### config.mk
export PLATFORM = sky130hd
export DESIGN_NAME = edge_check_sequencer_flat
export DESIGN_NICKNAME = d
export VERILOG_FILES = /design/src/rtl/edge_check_sequencer_if.sv /design/src/rtl/edge_check_sequencer.sv /design/src/flat_wrapper.sv
export SDC_FILE = /design/constraint.sdc
export NUM_CORES = 1
export LEC_CHECK = 0
export CELL_PAD_IN_SITES_DETAIL_PLACEMENT = 1
export CELL_PAD_IN_SITES_GLOBAL_PLACEMENT = 2
export CORE_MARGIN = 1.5
export CORE_UTILIZATION = 32
export DETAILED_ROUTE_END_ITERATION = 8
export PLACE_DENSITY_LB_ADDON = 0.1
export SLEW_MARGIN = 20
export SYNTH_ARGS = -nofsm -noshare
export SYNTH_HDL_FRONTEND = slang
export SYNTH_SLANG_ARGS = --single-unit
export TNS_END_PERCENT = 50
### constraint.sdc
create_clock -name clk -period 3.9 [get_ports clk]
set_input_delay 1.17 -clock clk [delete_from_list [all_inputs] [get_ports clk]]
set_output_delay 1.17 -clock clk [all_outputs]
set_load 0.01 [all_outputs]
### src/rtl/edge_check_sequencer_if.sv
// Signal bundle between the edge-check sequencer and the unit whose
// $stable/$rose/$fell results it judges.
interface edge_check_sequencer_if #(
  parameter int WIDTH = 1
);
  logic             start;
  logic             obs_valid;
  logic             obs_stable;
  logic             obs_rose;
  logic             obs_fell;
  logic [WIDTH-1:0] stim;
  logic             exp_valid;
  logic             exp_stable;
  logic             exp_rose;
  logic             exp_fell;
  logic             busy;
  logic             done;
  logic             pass;
  logic [15:0]      err_count;
  logic [7:0]       cyc;

  modport master (
    output start, obs_valid, obs_stable, obs_rose, obs_fell,
    input  stim, exp_valid, exp_stable, exp_rose, exp_fell,
    input  busy, done, pass, err_count, cyc
  );

  modport slave (
    input  start, obs_valid, obs_stable, obs_rose, obs_fell,
    output stim, exp_valid, exp_stable, exp_rose, exp_fell,
    output busy, done, pass, err_count, cyc
  );
endinterface

### src/rtl/edge_check_sequencer.sv
// Drives a toggle / hold / one-cycle-pulse pattern on stim, derives the expected
// sampled-value results each cycle and counts cycles where the observed results disagree.
module edge_check_sequencer #(
  parameter int WIDTH      = 1,
  parameter int TOGGLE_LEN = 6,
  parameter int HOLD_LEN   = 3
) (
  input logic                  clk,
  input logic                  rst,
  edge_check_sequencer_if.slave bus
);

  typedef enum logic [2:0] {IDLE, TOGGLE, HOLD, PULSE1, PULSE2, DONE} state_t;

  // Phase boundaries expressed as the run-cycle index of each phase's last cycle.
  localparam logic [7:0] TOGGLE_END = 8'(TOGGLE_LEN);
  localparam logic [7:0] HOLD_END   = 8'(TOGGLE_LEN + HOLD_LEN);

  state_t           state;
  logic [WIDTH-1:0] stim;
  logic [WIDTH-1:0] prev;
  logic [7:0]       cyc;
  logic [15:0]      err_count;
  logic             busy;
  logic             done;
  logic             pass;

  logic             exp_stable;
  logic             exp_rose;
  logic             exp_fell;
  logic             mismatch;
  logic [15:0]      err_next;

  always_comb begin
    exp_stable = (stim == prev);
    exp_rose   = !prev[0] && stim[0];
    exp_fell   = prev[0] && !stim[0];
    mismatch   = busy && bus.obs_valid &&
                 ((bus.obs_stable != exp_stable) ||
                  (bus.obs_rose   != exp_rose)   ||
                  (bus.obs_fell   != exp_fell));
    err_next   = err_count;
    if (mismatch && (err_count != 16'hFFFF)) err_next = err_count + 16'd1;
  end

  // NOTE: all state below uses non-blocking assignments so every register
  // samples pre-edge values; a later assignment in the same block overrides
  // an earlier default (used for prev on the start edge).
  always_ff @(posedge clk) begin
    if (rst) begin
      state     <= IDLE;
      stim      <= '0;
      prev      <= '0;
      cyc       <= '0;
      err_count <= '0;
      busy      <= 1'b0;
      done      <= 1'b0;
      pass      <= 1'b0;
    end else begin
      prev <= stim;
      case (state)
        IDLE, DONE: begin
          if (bus.start) begin
            state     <= TOGGLE;
            stim      <= '1;
            prev      <= '0;
            cyc       <= 8'd1;
            err_count <= '0;
            busy      <= 1'b1;
            done      <= 1'b0;
            pass      <= 1'b0;
          end
        end
        TOGGLE: begin
          cyc       <= cyc + 8'd1;
          err_count <= err_next;
          if (cyc == TOGGLE_END) begin
            if (HOLD_LEN == 0) begin
              state <= PULSE1;
              stim  <= ~stim;
            end else begin
              state <= HOLD;
            end
          end else begin
            stim <= ~stim;
          end
        end
        HOLD: begin
          cyc       <= cyc + 8'd1;
          err_count <= err_next;
          if (cyc == HOLD_END) begin
            state <= PULSE1;
            stim  <= ~stim;
          end
        end
        PULSE1: begin
          cyc       <= cyc + 8'd1;
          err_count <= err_next;
          state     <= PULSE2;
          stim      <= ~stim;
        end
        PULSE2: begin
          err_count <= err_next;
          state     <= DONE;
          busy      <= 1'b0;
          done      <= 1'b1;
          pass      <= (err_next == 16'd0);
        end
        default: state <= IDLE;
      endcase
    end
  end

  assign bus.stim       = stim;
  assign bus.exp_valid  = busy;
  assign bus.exp_stable = exp_stable;
  assign bus.exp_rose   = exp_rose;
  assign bus.exp_fell   = exp_fell;
  assign bus.busy       = busy;
  assign bus.done       = done;
  assign bus.pass       = pass;
  assign bus.err_count  = err_count;
  assign bus.cyc        = cyc;

endmodule

### src/flat_wrapper.sv
// flat-port wrapper written by rule: the top's interface ports become plain ports
module edge_check_sequencer_flat 
#(
  parameter int WIDTH      = 1,
  parameter int TOGGLE_LEN = 6,
  parameter int HOLD_LEN   = 3
)
  (clk, rst, bus_start, bus_obs_valid, bus_obs_stable, bus_obs_rose, bus_obs_fell, bus_stim, bus_exp_valid, bus_exp_stable, bus_exp_rose, bus_exp_fell, bus_busy, bus_done, bus_pass, bus_err_count, bus_cyc);
  edge_check_sequencer_if #(.WIDTH(WIDTH)) bus_i ();
  input logic clk;
  input logic rst;
  input wire logic [$bits(bus_i.start)-1:0] bus_start;
  input wire logic [$bits(bus_i.obs_valid)-1:0] bus_obs_valid;
  input wire logic [$bits(bus_i.obs_stable)-1:0] bus_obs_stable;
  input wire logic [$bits(bus_i.obs_rose)-1:0] bus_obs_rose;
  input wire logic [$bits(bus_i.obs_fell)-1:0] bus_obs_fell;
  output wire logic [$bits(bus_i.stim)-1:0] bus_stim;
  output wire logic [$bits(bus_i.exp_valid)-1:0] bus_exp_valid;
  output wire logic [$bits(bus_i.exp_stable)-1:0] bus_exp_stable;
  output wire logic [$bits(bus_i.exp_rose)-1:0] bus_exp_rose;
  output wire logic [$bits(bus_i.exp_fell)-1:0] bus_exp_fell;
  output wire logic [$bits(bus_i.busy)-1:0] bus_busy;
  output wire logic [$bits(bus_i.done)-1:0] bus_done;
  output wire logic [$bits(bus_i.pass)-1:0] bus_pass;
  output wire logic [$bits(bus_i.err_count)-1:0] bus_err_count;
  output wire logic [$bits(bus_i.cyc)-1:0] bus_cyc;
  assign bus_i.start = bus_start;
  assign bus_i.obs_valid = bus_obs_valid;
  assign bus_i.obs_stable = bus_obs_stable;
  assign bus_i.obs_rose = bus_obs_rose;
  assign bus_i.obs_fell = bus_obs_fell;
  assign bus_stim = bus_i.stim;
  assign bus_exp_valid = bus_i.exp_valid;
  assign bus_exp_stable = bus_i.exp_stable;
  assign bus_exp_rose = bus_i.exp_rose;
  assign bus_exp_fell = bus_i.exp_fell;
  assign bus_busy = bus_i.busy;
  assign bus_done = bus_i.done;
  assign bus_pass = bus_i.pass;
  assign bus_err_count = bus_i.err_count;
  assign bus_cyc = bus_i.cyc;
  edge_check_sequencer #(.WIDTH(WIDTH), .TOGGLE_LEN(TOGGLE_LEN), .HOLD_LEN(HOLD_LEN)) u_core (.clk(clk), .rst(rst), .bus(bus_i));
endmodule
==> impl_metrics.csv <==
group,metric,value,unit
sta,worst_clock_skew,7.66,ps
worst_setup_path,cp_slowest_cell,"o311ai_2",
clock_tree,clk_latency,290,ps
drt,drtIter0Drc,130,
synthesis,synth.mux.area_fraction,0.0142,
placement,io_buffers,38,
layout,insertedDiodeCount,0,
worst_setup_path,timing.critical_path.required,4110,ps
synthesis,yosys_register_bits,32,
sta,post-route-period-util,0.824,
global_routing,groute.usage.overall,0.194,
sta,worstMarginPinSlew,979,ps
clock_tree,clkSinkCount,32,
drt,post_route_drc_violation_count,0,
synthesis,synth_enable_flop_cells,0,
synthesis,netlist_instances,283,
global_routing,grt_max_degree,21,
sta,timing.setup.tns,0,ps
layout,final_layout_size_suffix_gt1_frac,0.0543,
floorplan,design.portCount,39,
sta,grt_setup_unrepaired,"no",
sta,layout_min_cycle_time,3210,ps
sta,clock.fmax,311,MHz
synthesis,synth-xor-area-share,0.0538,
worst_setup_path,timing.critical_path.cells,"clkdlybuf4s50_1 -> xor2_1 -> o311ai_2 -> a21oi_1 -> a211oi_1 -> o221ai_1 -> o31ai_1",
synthesis,ys_warn_count,0,
layout,postLayoutCoreUtil,0.414,
worst_setup_path,launching_element_type_of_the_critical_path,"input port",
floorplan,fp.dieArea,7120,µm²
synthesis,ys_types,50,
synthesis,synth-main-ff-cell,"dfxtp_1",
clock_tree,cts_tree,"yes",
clock_tree,clockRootBuffer,"clkbuf_8",
layout,nNetsFinal,325,
sta,final_hold_viol_count,0,
drt,final_routed_wirelength,6660,µm
synthesis,synth_fa_ha_area_frac,0.0354,
worst_setup_path,worstSetupEndpointType,"flop",
worst_setup_path,worst_path_dominant_cell_family,"compound AO/OA/AOI/OAI gates",
clock_tree,clk_pin_slew,80,ps
synthesis,synth_compound_area_frac,0.275,
drt,drt-pass1-iter-count,4,
power,power_density_over_cell_area,304,nW/µm²
global_routing,overflow,0,
floorplan,std_cell_rows,29,
clock_tree,cts-root-to-sink-buffers,2,
clock_tree,numCtsBuffers,5,
floorplan,die_h,84.4,µm
min_path,min_delay_path_class,"flop to flop",
synthesis,seq_area_frac_synth,0.302,
power,p_leak,0.895,nW
floorplan,initial_utilization,0.332,
sta,report.final.slew_viol_count,0,
clock_tree,hold_buffers,0,
floorplan,core_area,6390,µm²
worst_setup_path,critPathKind,"input port to flop",
placement,dp.final_hpwl,4780,µm
drt,avgRoutedWirePerCell,17.1,µm
synthesis,main_combinational_cell_family_by_area_after_synthesis,"compound AO/OA/AOI/OAI gates",
worst_setup_path,cp_max_fo,7,
synthesis,netlist_area_before_placement,2120,µm²
drt,vias_per_cell,5.71,
power,max-vdd-ir-drop,158,µV
layout,syn2layout_area_growth,24.8,%
synthesis,syn_avg_cell_area,7.49,µm²
flow_run,timing.max_cap.violations,0,
drt,antenna_left,0,
global_routing,grt_antenna_before_repair,0,
status,run_status,"finished, final reports clean",
synthesis,synth_nets,296,
global_routing,grt_first_pass_wirelength,11200,µm
clock_tree,postCtsSetupRepairBufs,0,
synthesis,synthArstFlopShare,0,
floorplan,die_w,84.4,µm
sta,fin_worst_hold_slack,484,ps
worst_setup_path,cp_data_arrival_time,3420,ps
worst_setup_path,critical-path-max-stage-delay,660,ps
clock_tree,cts-resized-gates,0,
worst_setup_path,crit_buf_inv,1,
drt,via_count,2227,
clock_tree,htree_levels,2,
global_routing,grt_pass1_vias,2124,
placement,globalplace.congestion,0.820,
synthesis,yosys.area_share.simple,0.263,
sta,setup_violations,0,
sta,slew-limit-headroom,0.345,
worst register-to-register path: cells and delay by family, from the launching register on:
family | cells | cell delay (ps)
DFF | 1 | 460
xor gates and xnor gates | 1 | 820
and+or+nand+nor | 3 | 1100
AOI/OAI and AO/OA | 2 | 390
cell families after synthesis:
kind of cell / Yosys count
xor+xnor: 13
fa+ha+maj: 6
simple gates: 115
mux: 3
flops: 32
compound gates: 85
buf+inv: 29
flip-flops by register name (all words and copies together), names as in the netlist:
signal	flops
u_core.bus.done	1
u_core.state	3
u_core.bus.cyc	8
u_core.bus.pass	1
u_core.prev	1
u_core.bus.stim	1
u_core.bus.busy	1
u_core.bus.err_count	16
where the power goes:
| part | internal (mW) | switching (mW) | leakage (nW) |
|---|---|---|---|
| Sequential | 0.333 | 0.0117 | 0.259 |
| Clock | 0.189 | 0.144 | 0.0541 |
| Combinational | 0.0490 | 0.0750 | 0.581 |
| Total | 0.572 | 0.231 | 0.895 |
cells in the final DEF (no fill, tap or decap), types with 2 or more instances in the layout:
master and count:
nor2_1 32, inv_1 11, dfxtp_1 32, a41oi_1 2, nand2b_1 2, nor2b_1 2
clkdlybuf4s50_1 38, ha_1 6, o31ai_1 3, a22oi_1 2, nor4_1 3, o2111ai_1 2
a221oi_1 2, mux2i_1 3, buf_4 2, a311oi_1 6, o311a_1 2, or4_1 2
clkbuf_8 5, a31oi_1 6, a211oi_1 6, o211ai_1 3, o21ai_0 21, and3_1 6
or3_1 6, nand4_1 5, nor3_1 12, xnor2_1 3, xor2_1 10, nand3_1 10
a21oi_1 19, nand2_1 30
Yosys cell counts (4+ instances only):
library cell | count | area [µm²]
a31oi_1 | 6 | 37.5
and3_1 | 6 | 37.5
nand3_1 | 10 | 50.1
or3_1 | 6 | 37.5
nand2_1 | 30 | 113
nand4_1 | 5 | 31.3
dfxtp_1 | 32 | 641
inv_1 | 11 | 41.3
o21ai_0 | 21 | 105
xor2_1 | 10 | 87.6
a311oi_1 | 6 | 52.6
a21oi_1 | 19 | 95.1
a211oi_1 | 6 | 45.0
nor2_1 | 32 | 120
buf_2 | 4 | 20.0
ha_1 | 6 | 75.1
clkbuf_1 | 11 | 41.3
nor3_1 | 12 | 60.1
per-stage QoR:
step	power, mW	instance area (µm²)	instances	setup WS [ps]
floorplan	0.427	2120	283	1280
global placement	0.477	2530	382	545
detailed placement	0.478	2530	382	416
global route	0.845	2640	390	555
CTS	0.817	2640	390	729
finish	0.803	2640	390	685
path summary, 6_finish.rpt:
path | startpoint | end | slack [ps] | depth (start not counted)
setup / recovery | bus_obs_stable | u_core.bus.pass$_SDFFE_PP0P_ | 690 | 7
hold reg to reg | u_core.bus.done$_SDFFE_PP0P_ | u_core.bus.done$_SDFFE_PP0P_ | 480 | 2
setup reg to reg | u_core.state[1]$_SDFFE_PP0P_ | u_core.bus.err_count[0]$_SDFFE_PP0P_ | 1070 | 6
hold / removal | u_core.bus.done$_SDFFE_PP0P_ | u_core.bus.done$_SDFFE_PP0P_ | 480 | 2
final cells by class:
class	count	area (µm²)
clock inverters	3	42.5
fillers	791	3740
repair buffers	40	395
well taps	77	96.3
inverters	11	41.3
multi-input cells	222	1360
clock buffers	5	68.8
flip-flops and latches	32	641
layer usage:
| layer | up-vias | share of wire | GRT usage |
|---|---|---|---|
| li1 | 1102 | - | - |
| met1 | 1072 | 0.55 | 0.291 |
| met2 | 42 | 0.41 | 0.285 |
| met3 | 11 | 0.035 | 0.0364 |
| met4 | 0 | 0.013 | 0.0513 |
| met5 | - | 0 | 0 |
Power figures use the tool's default switching activity.
==> RTL edit 1: new RTL, config.mk and constraints unchanged <==
Re-encode `state_t` (6 states) as one-hot, 6 bits wide.
--- a/src/rtl/edge_check_sequencer.sv
+++ b/src/rtl/edge_check_sequencer.sv
@@ -12,3 +12,3 @@
 
-  typedef enum logic [2:0] {IDLE, TOGGLE, HOLD, PULSE1, PULSE2, DONE} state_t;
+  typedef enum logic [5:0] {IDLE = 6'b000001, TOGGLE = 6'b000010, HOLD = 6'b000100, PULSE1 = 6'b001000, PULSE2 = 6'b010000, DONE = 6'b100000} state_t;
 
Check against the original RTL: no difference found for any inputs over 10 cycles, from zero or initial values and one cycle with rst high; not proved beyond that.
==> RTL edit 1 against the unedited design <==
The flow now finishes with violations (design-rule violations). Sequential cell count up 3. Count of clock-buffer cells in the layout unchanged. Final area up 2.6%. Largest power group is now clock. Total power up 14%. Area after synthesis up 2.5%. Via count down 4.8%. Worst setup slack worse by 0.073 ns. Routed wire length down 3.6%.
==> RTL edit 1: results (changes against the unedited design) <==
WL final 6420 um (-3.6%); pre-CTS setup slack 0.276 ns (-0.141 ns); final number of max-transition violations 0 (unchanged); net switching power 0.000239 W (+3.4%); worst reg2reg path startpoint u_core.bus.stim$_SDFFE_PP0P_; vias per cell 5.57 (-2.5%); Distinct cells, synth 58 (+16%); sequential share of the synthesized area 32.3% (+2.0 points); Hold Path End u_core.bus.done$_SDFFE_PP0P_; total clock buffers created by CTS 5 (unchanged); Post-Place Cells 373 (-2.4%); reg2reg path depth 8 (+2); top post-synthesis cells by count dfxtp_1 (35), nor2_1 (29), nand2_1 (28); wire length of the first global-routing pass 10500 um (-5.8%); fraction of layout cells with a size suffix above 1 7.24% (+1.8 points); slack of the worst reg-to-reg path 1.07 ns (about the same); number of buffer cells added on primary ports 38 (unchanged); worst skew pair latency 0.30 ns; hold path start u_core.bus.done$_SDFFE_PP0P_; Final Net Count 316 (-2.8%); Syn Nets 284 (-4.1%); vias 2121 (-4.8%); reported leakage power 0.928 nW (+3.7%); status complete, but fails checks; tightest slew margin relative to the limit 37.3% (+2.7 points); registers with the most flip-flops u_core.bus.err_count: 16 flops, u_core.bus.cyc: 8 flops, u_core.state: 6 flops; vias in the first global route 2048 (-3.6%); Area contributors post-synth dfxtp_1 (32%), nor2_1 (5.0%), nand2_1 (4.8%), a21oi_1 (4.4%), xor2_1 (3.6%); final weighted congestion of routability-driven global placement 0.798 (-2.7%); detailed placement HPWL 4670 um (-2.2%); violations in the final reports design-rule violations; worst-case clock skew 0.00522 ns (-0.00244 ns); Initial DRT Pass Iterations 6 (+2); worst hold path stage count 2 (unchanged); synthesized area per cell 8.01 um^2 (+7.0%); quantity of gates resized following cts 0 (unchanged); maximum number of pins on one net before global-route repair 18 (-14%); worst hold-check path type reg2reg; arrival time of the worst setup path 3.52 ns (+0.10 ns); Worst Hold Slack 0.463 ns (-0.0207 ns); total cell area at the placement stage 2580 um^2 (+1.8%); highest fanout seen on the critical path 12 (+5); maximum vdd ir drop 0.000153 V (-3.3%); Tot GR Track Use 18.3% (-1.1 points); first-iteration detailed-routing DRC count 95 (-27%); number of remaining DRC errors 2 (+2); Final min period 3.29 ns (+0.0731 ns); # H-tree levels 2 (unchanged); number of antenna violations at the first check in global routing 0 (unchanged)
-- RTL edit 1: cell types whose count changed after synthesis, moves of 3 or more --
cell,change
o31ai_1,-3
o21ai_0,-8
and4_1,+3
inv_1,-3
dfxtp_1,+3
nor2_1,-3
or3_1,-3
nor4b_1,+3
buf_6,+3
nor3_1,-5
-- RTL edit 1: worst max-delay path: stages --
cell	delay (ns)
clkdlybuf4s50_1	0.47
xor2_1	0.21
o311ai_2	0.33
nor4b_1	0.65
mux2i_1	0.35
o2111ai_1	0.17
o21ai_1	0.16
-- RTL edit 1: final cells by class --
type | instances | area [um^2]
clock inverters | 3 | 67.6
multi-input cells | 212 | 1350
inverters | 8 | 30.0
fillers | 798 | 3740
well taps | 77 | 96.3
repair buffers | 41 | 403
flip-flops and latches | 35 | 701
clock buffers | 5 | 68.8
-- RTL edit 1: layer usage --
metal | vias to the layer above | GRT usage (%) | wire length, um
met5 | - | 0 | 0
met4 | 0 | 5.43 | 99
met3 | 10 | 3.89 | 208
met2 | 27 | 31.0 | 3090
met1 | 1026 | 23.4 | 3020
li1 | 1058 | - | -
-- RTL edit 1: kinds of logic after synthesis --
family	count (synthesis)	synth area share (%)
compound gates	69	21.4
xor+xnor	14	5.65
fa+ha+maj	6	3.46
buf+inv	24	5.65
flops	35	32.3
mux	5	2.36
simple gates	118	29.2
-- RTL edit 1: power groups by stage --
stage               Combinational (W)  Clock [W]  Sequential (W)
CTS                          0.000131   0.000415        0.000378
finish                       0.000130   0.000404        0.000378
global placement             0.000131          0        0.000386
floorplan                   0.0000793          0        0.000385
detailed placement           0.000131          0        0.000386
global route                 0.000144   0.000429        0.000380
==> RTL edit 2: new RTL, config.mk and constraints unchanged <==
Without the edit above. `TOGGLE_LEN` is set to 6 in 2 places; all go to 3.
--- a/src/rtl/edge_check_sequencer.sv
+++ b/src/rtl/edge_check_sequencer.sv
@@ -4,3 +4,3 @@
   parameter int WIDTH      = 1,
-  parameter int TOGGLE_LEN = 6,
+  parameter int TOGGLE_LEN = 3,
   parameter int HOLD_LEN   = 3
--- a/src/flat_wrapper.sv
+++ b/src/flat_wrapper.sv
@@ -4,3 +4,3 @@
   parameter int WIDTH      = 1,
-  parameter int TOGGLE_LEN = 6,
+  parameter int TOGGLE_LEN = 3,
   parameter int HOLD_LEN   = 3
Check against the original RTL: not equivalent (a bounded check fails within 10 cycles, from zero or initial values and one cycle with rst high).
==> RTL edit 2 against the unedited design <==
Area after synthesis increased by 4.1%. Combinational power increased by 21%. Clock skew decreased by 0.0030 ns. Worst setup slack got worse by 0.069 ns. Final area increased by 1.9%. Clock power decreased by 4%. Count of clock-buffer cells in the layout increased by 1. Non-clock buffer count increased by 1. Routed wire length increased by 1.7%. Cell count decreased by 1.5%. Die area increased by 4.0%. Sequential cell count unchanged. Hold slack improved by 0.00072 ns. Total power increased by 1.8%.
==> RTL edit 2: results (changes against the unedited design) <==
routed length on met3 252 um (+9.1%); wire length the detailed router placed on met1 3500 um (-3.9%); family with the most delay on the worst path simple AND/OR/NAND/NOR gates; met1 track demand over resource in global routing 28.4% (-0.72 points); layout sequential cell count 32 (unchanged); highest fanout seen on the critical path 10 (+3); first-iteration detailed-routing DRC count 137 (+5.4%); WL final 6770 um (+1.7%); arrival time of the worst setup path 3.49 ns (+0.07 ns); maximum vdd ir drop 0.000116 V (-26%); wire length of the first global-routing pass 11000 um (-1.6%); Syn Inst Count 276 (-2.5%); GR Util met3 3.18% (-0.46 points); Multi-input gate area 1420 um^2 (+4.6%); biggest cell delay along the critical path 0.50 ns (-0.16 ns); net switching power 0.000234 W (+1.2%); GR Util met2 27.9% (-0.59 points); met2 wirelength from detailed routing 2930 um (+8.5%); clock group share of total power 39.1% (-2.5 points); Post-Synth Adder-Cell Area 2.84% (-0.71 points); status complete, no violations; Non-clk bufs 41 (+2.5%); clock network share of area 3.99% (-0.22 points); Final Net Count 315 (-3.1%); post-synthesis mux area share 1.36% (-0.056 points); vias 2212 (-0.67%); Slew @ Worst Pin 0.625 ns (-0.354 ns); xor/xnor cell area share of the yosys netlist 6.64% (+1.3 points)
==> RTL edit 2: changes by cell type in the layout (fill, tap and decap cells not counted), moves of 3 or more <==
cell and change:
a22oi_1 +3, nand2_1 -9, nor3_1 +3, o21ai_0 -4, or3_1 -5, nor2_1 +3
a21oi_1 -6, inv_1 -5
==> RTL edit 2: worst paths after layout <==
check                               start                           end  slack (ns)  depth (start not counted)
max                          bus_obs_rose  u_core.bus.pass$_SDFFE_PP0P_        0.62                          7
min          u_core.bus.done$_SDFFE_PP0P_  u_core.bus.done$_SDFFE_PP0P_        0.48                          2
max reg2reg  u_core.bus.stim$_SDFFE_PP0P_  u_core.bus.pass$_SDFFE_PP0P_        1.22                          8
min reg2reg  u_core.bus.done$_SDFFE_PP0P_  u_core.bus.done$_SDFFE_PP0P_        0.48                          2
